**src/rtl/lite16_pkg.sv**
```systemverilog
// LITE-16 shared decode constants and the decoded-bundle type.
// Used by inst_decoder and reg_scoreboard.
package lite16_pkg;

    localparam int unsigned NREGS = 8;

    localparam logic [1:0] CLS_R   = 2'b00;
    localparam logic [1:0] CLS_I   = 2'b01;
    localparam logic [1:0] CLS_BR  = 2'b10;
    localparam logic [1:0] CLS_MEM = 2'b11;

    localparam logic [2:0] OP_ADD = 3'd0;
    localparam logic [2:0] OP_SUB = 3'd1;
    localparam logic [2:0] OP_AND = 3'd2;
    localparam logic [2:0] OP_OR  = 3'd3;
    localparam logic [2:0] OP_XOR = 3'd4;
    localparam logic [2:0] OP_SHL = 3'd5;
    localparam logic [2:0] OP_SHR = 3'd6;
    localparam logic [2:0] OP_CAT = 3'd7;

    localparam logic [1:0] CMP_EQ  = 2'b00;
    localparam logic [1:0] CMP_LT  = 2'b01;
    localparam logic [1:0] CMP_GT  = 2'b10;
    localparam logic [1:0] CMP_ALW = 2'b11;

    localparam logic [2:0] MEM_LD   = 3'b000;
    localparam logic [2:0] MEM_ST   = 3'b001;
    localparam logic [2:0] MEM_HALT = 3'b111;

    typedef struct packed {
        logic [1:0]  cls;
        logic [2:0]  codeop;
        logic        ri;
        logic [2:0]  rd;
        logic [2:0]  rs1;
        logic [2:0]  rs2;
        logic [15:0] imm;
        logic        we;
        logic        load;
        logic        store;
        logic        illegal;
    } dec_t;

    function automatic logic [15:0] sext6(input logic [5:0] v);
        return {{10{v[5]}}, v};
    endfunction

    function automatic logic [15:0] sext5(input logic [4:0] v);
        return {{11{v[4]}}, v};
    endfunction

endpackage

```
**src/rtl/inst_decoder_scoreboard.sv**
```systemverilog
// Pending-write scoreboard: one bit per register, set on issue,
// cleared on writeback; a same-cycle set beats the clear.
module reg_scoreboard
    import lite16_pkg::*;
(
    input  logic       clk,
    input  logic       rst_n,
    input  logic       set_i,
    input  logic [2:0] set_rd_i,
    input  logic       clr_i,
    input  logic [2:0] clr_rd_i,
    input  logic [2:0] rd1_addr_i,
    input  logic [2:0] rd2_addr_i,
    output logic       rd1_o,
    output logic       rd2_o
);

    logic [NREGS-1:0] pend_q, pend_d;

    // Next pending vector: clear first so a set of the same bit wins
    always_comb begin
        pend_d = pend_q;
        if (clr_i) pend_d[clr_rd_i] = 1'b0;
        if (set_i) pend_d[set_rd_i] = 1'b1;
    end

    // Pending vector register
    always_ff @(posedge clk or negedge rst_n) begin
        if (!rst_n) pend_q <= '0;
        else        pend_q <= pend_d;
    end

    assign rd1_o = pend_q[rd1_addr_i];
    assign rd2_o = pend_q[rd2_addr_i];

endmodule

```
**src/rtl/inst_decoder.sv**
```systemverilog
// LITE-16 registered decode stage with RAW hazard stall.
// Macro DECODE_SCOREBOARD_EN enables the scoreboard/hazard logic.
module inst_decoder
    import lite16_pkg::*;
(
    input  logic        clk,
    input  logic        rst_n,
    input  logic        in_valid,
    input  logic [15:0] in_instr,
    output logic        in_ready,
    output logic        out_valid,
    input  logic        out_ready,
    output logic [1:0]  out_class,
    output logic [2:0]  out_codeop,
    output logic        out_ri,
    output logic [2:0]  out_rd,
    output logic [2:0]  out_rs1,
    output logic [2:0]  out_rs2,
    output logic [15:0] out_imm,
    output logic        out_we,
    output logic        out_load,
    output logic        out_store,
    output logic        out_illegal,
    input  logic        flush,
    input  logic        wb_valid,
    input  logic [2:0]  wb_rd,
    output logic        halted
);

    dec_t dec_d, dec_q;
    logic out_valid_q, halted_q;
    logic use_rs1, use_rs2, is_halt, bad;
    logic hazard, in_fire;

    // Split the instruction word into the decoded bundle
    always_comb begin
        dec_d     = '0;
        dec_d.cls = in_instr[15:14];
        use_rs1   = 1'b0;
        use_rs2   = 1'b0;
        is_halt   = 1'b0;
        bad       = 1'b0;
        unique case (in_instr[15:14])
            CLS_R: begin
                dec_d.codeop = in_instr[13:11];
                dec_d.rd     = in_instr[10:8];
                dec_d.rs1    = in_instr[7:5];
                dec_d.rs2    = in_instr[4:2];
                dec_d.we     = 1'b1;
                use_rs1      = 1'b1;
                use_rs2      = 1'b1;
                bad          = |in_instr[1:0];
            end
            CLS_I: begin
                dec_d.codeop = {2'b00, ~in_instr[13]};
                dec_d.ri     = 1'b1;
                dec_d.rd     = in_instr[10:8];
                dec_d.rs1    = in_instr[10:8];
                dec_d.imm    = {8'h00, in_instr[7:0]};
                dec_d.we     = 1'b1;
                use_rs1      = 1'b1;
                bad          = |in_instr[12:11];
            end
            CLS_BR: begin
                dec_d.codeop = {1'b0, in_instr[13:12]};
                dec_d.rs1    = in_instr[11:9];
                dec_d.rs2    = in_instr[8:6];
                dec_d.imm    = sext6(in_instr[5:0]);
                use_rs1      = in_instr[13:12] != CMP_ALW;
                use_rs2      = in_instr[13:12] != CMP_ALW;
            end
            CLS_MEM: begin
                dec_d.codeop = OP_ADD;
                case (in_instr[13:11])
                    MEM_LD: begin
                        dec_d.rd   = in_instr[10:8];
                        dec_d.rs1  = in_instr[7:5];
                        dec_d.imm  = sext5(in_instr[4:0]);
                        dec_d.we   = 1'b1;
                        dec_d.load = 1'b1;
                        use_rs1    = 1'b1;
                    end
                    MEM_ST: begin
                        dec_d.rs2   = in_instr[10:8];
                        dec_d.rs1   = in_instr[7:5];
                        dec_d.imm   = sext5(in_instr[4:0]);
                        dec_d.store = 1'b1;
                        use_rs1     = 1'b1;
                        use_rs2     = 1'b1;
                    end
                    MEM_HALT: is_halt = 1'b1;
                    default:  bad = 1'b1;
                endcase
            end
        endcase
        if (bad) begin
            dec_d         = '0;
            dec_d.cls     = in_instr[15:14];
            dec_d.illegal = 1'b1;
            use_rs1       = 1'b0;
            use_rs2       = 1'b0;
        end
    end

`ifdef DECODE_SCOREBOARD_EN
    logic sb_set, pend1, pend2, fwd1, fwd2;

    assign sb_set = out_valid_q && out_ready && dec_q.we && !flush;

    reg_scoreboard u_sb (
        .clk        (clk),
        .rst_n      (rst_n),
        .set_i      (sb_set),
        .set_rd_i   (dec_q.rd),
        .clr_i      (wb_valid),
        .clr_rd_i   (wb_rd),
        .rd1_addr_i (dec_d.rs1),
        .rd2_addr_i (dec_d.rs2),
        .rd1_o      (pend1),
        .rd2_o      (pend2)
    );

    // The bundle sitting in the output register is not yet in the
    // scoreboard, so compare against it directly
    assign fwd1   = out_valid_q && dec_q.we && (dec_q.rd == dec_d.rs1);
    assign fwd2   = out_valid_q && dec_q.we && (dec_q.rd == dec_d.rs2);
    assign hazard = in_valid && ((use_rs1 && (pend1 || fwd1))
                              || (use_rs2 && (pend2 || fwd2)));
`else
    logic unused_cfg;
    assign unused_cfg = ^{wb_valid, wb_rd, use_rs1, use_rs2};
    assign hazard     = 1'b0;
`endif

    assign in_ready = !halted_q && !hazard && (!out_valid_q || out_ready);
    assign in_fire  = in_valid && in_ready;

    // One-entry output register, halt latch and flush squash
    always_ff @(posedge clk or negedge rst_n) begin
        if (!rst_n) begin
            dec_q       <= '0;
            out_valid_q <= 1'b0;
            halted_q    <= 1'b0;
        end else if (flush) begin
            out_valid_q <= 1'b0;
            halted_q    <= 1'b0;
        end else if (in_fire) begin
            dec_q       <= dec_d;
            out_valid_q <= 1'b1;
            if (is_halt) halted_q <= 1'b1;
        end else if (out_ready) begin
            out_valid_q <= 1'b0;
        end
    end

    assign out_valid   = out_valid_q;
    assign halted      = halted_q;
    assign out_class   = dec_q.cls;
    assign out_codeop  = dec_q.codeop;
    assign out_ri      = dec_q.ri;
    assign out_rd      = dec_q.rd;
    assign out_rs1     = dec_q.rs1;
    assign out_rs2     = dec_q.rs2;
    assign out_imm     = dec_q.imm;
    assign out_we      = dec_q.we;
    assign out_load    = dec_q.load;
    assign out_store   = dec_q.store;
    assign out_illegal = dec_q.illegal;

endmodule

```
**config.mk**
```make
export PLATFORM = sky130hd
export DESIGN_NAME = inst_decoder
export DESIGN_NICKNAME = d
export VERILOG_FILES = /design/src/rtl/lite16_pkg.sv /design/src/rtl/inst_decoder_scoreboard.sv /design/src/rtl/inst_decoder.sv
export SDC_FILE = /design/constraint.sdc
export NUM_CORES = 1
export LEC_CHECK = 0
export CAP_MARGIN = 30
export CELL_PAD_IN_SITES_DETAIL_PLACEMENT = 1
export CELL_PAD_IN_SITES_GLOBAL_PLACEMENT = 2
export CORE_UTILIZATION = 27
export CTS_CLUSTER_SIZE = 10
export DETAILED_ROUTE_END_ITERATION = 10
export GPL_TIMING_DRIVEN = 0
export PLACE_DENSITY_LB_ADDON = 0.12
export SLEW_MARGIN = 10
export SYNTH_ARGS = -nofsm -noshare
export SYNTH_HDL_FRONTEND = slang
export SYNTH_HIERARCHICAL = 1
export SYNTH_SLANG_ARGS = --single-unit
```
**constraint.sdc**
```tcl
create_clock -name clk -period 4.2 [get_ports clk]
set_input_delay 0.63 -clock clk [delete_from_list [all_inputs] [get_ports clk]]
set_output_delay 0.63 -clock clk [all_outputs]
set_load 0.05 [all_outputs]
```
==> results.md, run 1 <==
* # rows at 27
* Detailed placement HPWL at ~3800 um
* Crit end category: primary output
* Largest net degree at the start of global routing at 31
* CP Launch Type: input pin
* CP top delay family: buffers and inverters
* Port Buf Inserts at 56
* Post-DRT Antenna Nets at 0
* Via/cell ratio at 4.864
* Period minus WS final at 2.768 ns
* Critical path's largest stage delay at roughly 0.82 ns
* Syn-to-layout area delta at 45.69%
* Post-Synthesis Cells at approximately 170
* Yosys cell types at 35
* Power per cell area at 394.0 nW/um2
* Static leakage at between 0.001 and 0.0015 uW
* Initial DRC Count at 61
* Ant. Diodes at 0
* TritonRoute pass-1 iters at 4
* First-pass GRT wire length at 7983 um
* Worst slew pin tran at approximately 0.7 ns
* Skew final at 0.001799 ns
* R2R depth at 6
* Max Clock Freq at between 0.3 and 0.4 GHz
* Die ar. at 6286 um2
* Synth Register Bits at 30
* Largest buffer count on any clock path at 2
* Setup Fix Bufs, Post-CTS at 0
* Max Cap Viol at 0
* Starting Density at 0.2859
* Post-synth EDFFs at 0
* Share of cells above drive strength 1 at 0.1224
* Count of final setup violators at 0
* Total chip power at 925.7 uW
* Crit path DAT at 2.14 ns
* Critical Path Stages at 4
* Crit path buffers/inverters at 2
* R2r setup slk at 2.45 ns
* Worst path most repeated cell: clkdlybuf4s50_1
* CTS tree: done
* WL final at ~4900 um
* Worst Hold Class: in -> async
* # fillers at 658
* Hold Violations, Final at 0
* Rel. slew slack at 0.5231
* Main synth FF type: dfrtp_1
* Routed WL per cell at between 15 and 20 um
* DP Area at 2258 um2
* Grt ovf at 0
* Post-cts gate resize count at 0
* CP startpoint: out_ready
* Yosys warnings at 6
* Crit Path Class: in -> out
* Min Hold Slack at ~0.4 ns
* Run status: finished, final reports clean
* Setup TNS at 0 ns
* # hold bufs at CTS at 0
* Vias at 1503
* R2R Path Start: out_valid
* Required time worst endpoint at 3.57 ns
* H-tree depth at 2
* End of the critical path: in_ready
* Final instance area at 2350 um2
* Mapped Area at about 1600 um2
* Clock root cell: clkbuf_8
* Net Count, Synth at between 150 and 200
* Syn Area/Cell at about 9.3 um2
* Crit-path cells: clkdlybuf4s50_1 > nor2b_4 > nor2_1 > clkdlybuf4s50_1
* RSZ-0062 raised after global routing: false
* Clock buffer count from CTS at 5
* Max-slew violations at 0
* Max FO, Critical Path at 4
* Initial antenna violation count at 0
* Final worst-path cycle share at 0.6589
* Gr usage total at 0.1699
* RR Endpoint: out_rs1[0]
* Fraction of registers with async set/reset at 1.000
* Critical-path top delay cell: clkdlybuf4s50_1
* Die W at 79.29 um
* Die Y at between 70 and 80 um
* Clock slew at reported path FFs at 0.06 ns
* Peak supply drop at 0.1586 mV
* Core area at 5642 um2
* Final-stage net count at 261
* Sink Count at 30
* Final GP Congestion at 0.8436
* Final core occ at 0.4165
* DR DRC count at 0
* Sequential area share after synthesis at 0.4655
* Clock Latency Late Sink at 0.28 ns
* I/O Pins at 63
* Vias in the first global route at 1569
[cell families after synthesis]
family	share of synthesized area
simple gates	0.2025
flops	0.4655
compound gates	0.2172
mux	0.02483
buf+inv	0.08999
[worst register-to-register path, delay by kind of cell (launching register included)]
family / cells / cell delay [ns]
buffers and inverters: 2 / 0.39
AO/OA/AOI/OAI: 1 / 0.07
AND/OR/NAND/NOR: 3 / 0.78
flip-flops: 1 / 0.38
[cells in the mapped netlist (2+ instances only)]
library cell / n / area [um2]
nand2b_1: 3 / 18.77
nand2_1: 36 / 135.1
o2bb2ai_1: 4 / 35.03
dfrtp_1: 30 / 750.7
inv_1: 7 / 26.28
buf_4: 7 / 52.55
mux2i_1: 4 / 40.04
nand3_1: 2 / 10.01
a31oi_1: 4 / 25.02
o41ai_2: 3 / 48.80
a211oi_1: 3 / 22.52
a22o_1: 4 / 35.03
o31ai_1: 8 / 60.06
o21ai_0: 14 / 70.07
o21a_1: 2 / 15.01
nor2_1: 6 / 22.52
buf_2: 5 / 25.02
clkbuf_1: 4 / 15.01
buf_6: 2 / 22.52
nor3b_1: 2 / 15.01
nor2b_1: 4 / 25.02
a21oi_1: 6 / 30.03
[worst min path at each step]
stage,from,end,slack [ns]
after floorplan,rst_n,halted,0.33
after global placement,out_store,out_store,0.46
after detailed placement,out_imm[2],out_imm[2],0.47
after CTS,rst_n,out_imm[1],0.42
after global routing,rst_n,out_imm[0],0.44
final,rst_n,out_imm[1],0.40
[sequential cells by signal, indices dropped and copies added, names as in the netlist]
signal and count:
out_imm 9, out_codeop 3, out_rd 3, out_rs1 3, out_rs2 3, out_class 2
halted 1, out_illegal 1, out_load 1, out_ri 1, out_store 1, out_valid 1
out_we 1
[cell usage in the layout (no fill, tap or decap)]
cell type | synthesis | layout
buf_4 | 7 | 7
or4b_4 | 1 | 1
nand3b_1 | 1 | 1
dfrtp_1 | 30 | 30
nor3_1 | 1 | 1
buf_1 | 1 | 1
and3_1 | 1 | 1
o21a_1 | 2 | 2
mux2i_1 | 4 | 4
clkbuf_8 | 0 | 6
a211oi_1 | 3 | 3
nor4bb_1 | 1 | 1
nor4b_1 | 1 | 1
inv_1 | 7 | 7
nand2_1 | 36 | 36
and2_1 | 1 | 1
a31oi_1 | 4 | 4
buf_6 | 2 | 2
nor3b_1 | 2 | 2
nor2_1 | 6 | 6
o41ai_2 | 3 | 3
o21ai_0 | 14 | 14
buf_2 | 5 | 6
a22o_1 | 4 | 4
nor2b_1 | 4 | 4
a21oi_1 | 6 | 6
a41oi_1 | 1 | 1
clkbuf_1 | 4 | 5
nand2b_1 | 3 | 3
nand3_1 | 2 | 2
nor3_4 | 1 | 1
clkinv_2 | 0 | 1
o2bb2ai_1 | 4 | 4
nor2b_4 | 1 | 1
or2_0 | 1 | 1
or2_2 | 1 | 1
o31ai_1 | 8 | 8
clkdlybuf4s50_1 | 0 | 55
[final cells by class]
cell class                 instances  area (um2)  area share
inverter                           7       26.28     0.01118
buffer                            19       118.9     0.05059
timing repair buffer              56       555.5      0.2364
sequential                        30       750.7      0.3195
clock inverter                     1       5.005    0.002130
multi-input combinational        117       716.9      0.3051
tap                               72       90.09     0.03834
clock buffer                       7       86.33     0.03674
[power breakdown]
group	leakage (uW)	internal, uW	switching (uW)
sequential	0.000398	320	18.2
combinational	0.000558	121	225
clock	0.0000482	132	109
[routing by layer]
metal	vias to the layer above	GRT usage	routed length, um
met5	-	0	0
met4	0	0.05091	54
met3	6	0.04023	193
met2	43	0.2802	2401
met1	731	0.2189	2272
li1	723	-	-
[metrics by stage]
stage	instances	worst slack, ns
floorplan	173	2.136
global placement	301	1.440
detailed placement	301	1.435
CTS	309	1.420
global route	309	1.358
finish	309	1.432
Power figures use the tool's default switching activity.
==> run 2: changes to the inputs <==
--- a/config.mk
+++ b/config.mk
@@ -8,7 +8,7 @@
 export CAP_MARGIN = 30
 export CELL_PAD_IN_SITES_DETAIL_PLACEMENT = 1
 export CELL_PAD_IN_SITES_GLOBAL_PLACEMENT = 2
-export CORE_UTILIZATION = 27
+export CORE_UTILIZATION = 25
 export CTS_CLUSTER_SIZE = 10
 export DETAILED_ROUTE_END_ITERATION = 10
 export GPL_TIMING_DRIVEN = 0
==> constraint.sdc (replaced) <==
create_clock -name clk -period 2.8 [get_ports clk]
set_input_delay 0.42 -clock clk [delete_from_list [all_inputs] [get_ports clk]]
set_output_delay 0.42 -clock clk [all_outputs]
set_load 0.05 [all_outputs]
==> run 2 against run 1 <==
Critical path depth did not move. Largest cell class unchanged. Flip-flop and latch count did not move. Worst setup slack got worse by 1.0 ns. Largest power group unchanged. Die area increased by 7.8%. Highest routed layer unchanged. Utilization shrank 2.8 points.
==> results.md, run 2 (synthesized netlist as in run 1, its figures left out) <==
* Run status: finished, final reports clean
* Share of cells above drive strength 1 at 0.1224
* Gate power share at 0.373
* Number of flip-flops in the largest register at 9
* Worst slew pin tran at 0.7339 ns
* Final GP Congestion at ~0.85
* Clock Latency Late Sink at 0.28 ns
* H-tree depth at 2
* Final-stage net count at 261
* Clock power share at 0.263
* WL final at 5195 um
* Vias in the first global route at 1605
* Most frequent cells in the layout: 55 x clkdlybuf4s50_1, 36 x nand2_1, 30 x dfrtp_1, 14 x o21ai_0, 8 x o31ai_1
* Setup Fix Bufs, Post-CTS at 0
* Clock buffer count from CTS at 5
* Sink Count at 30
* Initial DRC Count at 48
* Rel. slew slack at 0.5078
* Routed WL per cell at between 15 and 20 um
* Setup TNS at 0 ns
* Required time worst endpoint at 2.38 ns
* Die ar. at about 6800 um2
* Power per cell area at 594.2 nW/um2
* Max Cap Viol at 0
* Clock slew at reported path FFs at 0.07 ns
* Commonest non-fill, non-tap cell in the layout: clkdlybuf4s50_1
* Grt ovf at 0
* Sw Pwr at 538.1 uW
* Period minus WS final at 2.371 ns
* Starting Density at 0.2661
* Min Hold Slack at 0.1864 ns
* Crit end category: primary output
* # fillers at 705
* Crit-path cells: clkdlybuf4s50_1 > nor2b_4 > nor2_1 > clkdlybuf4s50_1
* RSZ-0062 raised after global routing: false
* Initial antenna violation count at 0
* Skew final at roughly 0.0043 ns
* Critical-path top delay cell: clkdlybuf4s50_1
* Max Clock Freq at 0.4218 GHz
* Sequential fraction of design power at 0.364
* DR DRC count at 0
* Ant. Diodes at 0
* First-pass GRT wire length at between 8000 and 9000 um
* Final worst-path cycle share at 0.8468
* Peak supply drop at 0.2167 mV
* Max-slew violations at 0
* Critical path's largest stage delay at 0.83 ns
* CTS tree: done
* Core area at roughly 6100 um2
* Switching share of total power at 0.3848
* Crit path DAT at 1.95 ns
* Worst path most repeated cell: clkdlybuf4s50_1
* Count of final setup violators at 0
* Clock root cell: clkbuf_8
* # hold bufs at CTS at 0
* Post-DRT Antenna Nets at 0
* TritonRoute pass-1 iters at 4
* Die Y at between 80 and 90 um
* CP Launch Type: input pin
* Vias at about 1.5k
* Worst Hold Class: in -> async
* Via/cell ratio at 4.772
* I/O Pins at 63
* Largest buffer count on any clock path at 2
* Die W at 82.32 um
* Post-cts gate resize count at 0
* Syn-to-layout area delta at 45.93%
* Static leakage at 0.001003 uW
* Storage cell area at ~750 um2
* Hold Violations, Final at 0
* # rows at 28
* Gr usage total at 0.1711
* Port Buf Inserts at between 50 and 60
* Detailed placement HPWL at 3942 um
* Max FO, Critical Path at 4
* P_int at 860.5 uW
* Crit Path Class: in -> out
* Area of the multi-input gates at 716.9 um2
* Largest net degree at the start of global routing at 31
run 2: cell counts in the layout (fill, tap and decap cells not counted):
Identical to the previous run, type by type.
run 2: per-layer routing:
layer | global-route usage | vias to the layer above | wire, um
met4 | 0.05263 | 0 | 65
met1 | 0.2157 | 719 | 2422
met2 | 0.2901 | 43 | 2476
met3 | 0.03736 | 7 | 230
li1 | - | 720 | -
met5 | 0 | - | 0
run 2: worst paths after layout:
path	startpoint	endpoint	slack (ns)	depth (start not counted)
min reg2reg	out_we	out_we	0.48	2
max in group asynchronous	rst_n	out_imm[5]	2.15	1
max reg2reg	out_valid	out_rs1[0]	1.03	6
min	rst_n	out_class[1]	0.19	1
min in group clk	out_we	out_we	0.48	2
max	out_ready	in_ready	0.43	4
run 2: stage by stage:
stage / setup slack, ns / instance area, um2 / instances / util / total power (uW)
3_5_place_dp: 0.3686 / 2262 / 304 / 0.3732 / 1044
2_1_floorplan: 0.9009 / 1613 / 173 / - / 842.4
3_3_place_gp: 0.4517 / 2267 / 304 / 0.3741 / 1034
4_1_cts: 0.3997 / 2354 / 312 / 0.3883 / 1421
5_1_grt: 0.3623 / 2354 / 312 / 0.3883 / 1475
6_report: 0.4290 / 2354 / 312 / 0.3883 / 1399
run 2: power groups by stage:
stage	clock network (uW)	registers [uW]	logic, uW
3_5_place_dp	0	517	526
5_1_grt	405	515	555
6_report	368	509	522
4_1_cts	383	510	528
2_1_floorplan	0	681	162
3_3_place_gp	0	514	520
run 2: area by class of cell:
class	count	area share
Timing Repair Buffer	56	0.2360
Sequential cell	30	0.3190
Inverter	7	0.01116
Tap cell	75	0.03987
Buffer	19	0.05050
Multi-Input combinational cell	117	0.3046
Clock inverter	1	0.002127
Clock buffer	7	0.03668
run 2: worst max-delay path: cells and delay by family:
kind | cells | cell delay [ns]
simple gates | 2 | 0.20
buf+inv | 2 | 1.34
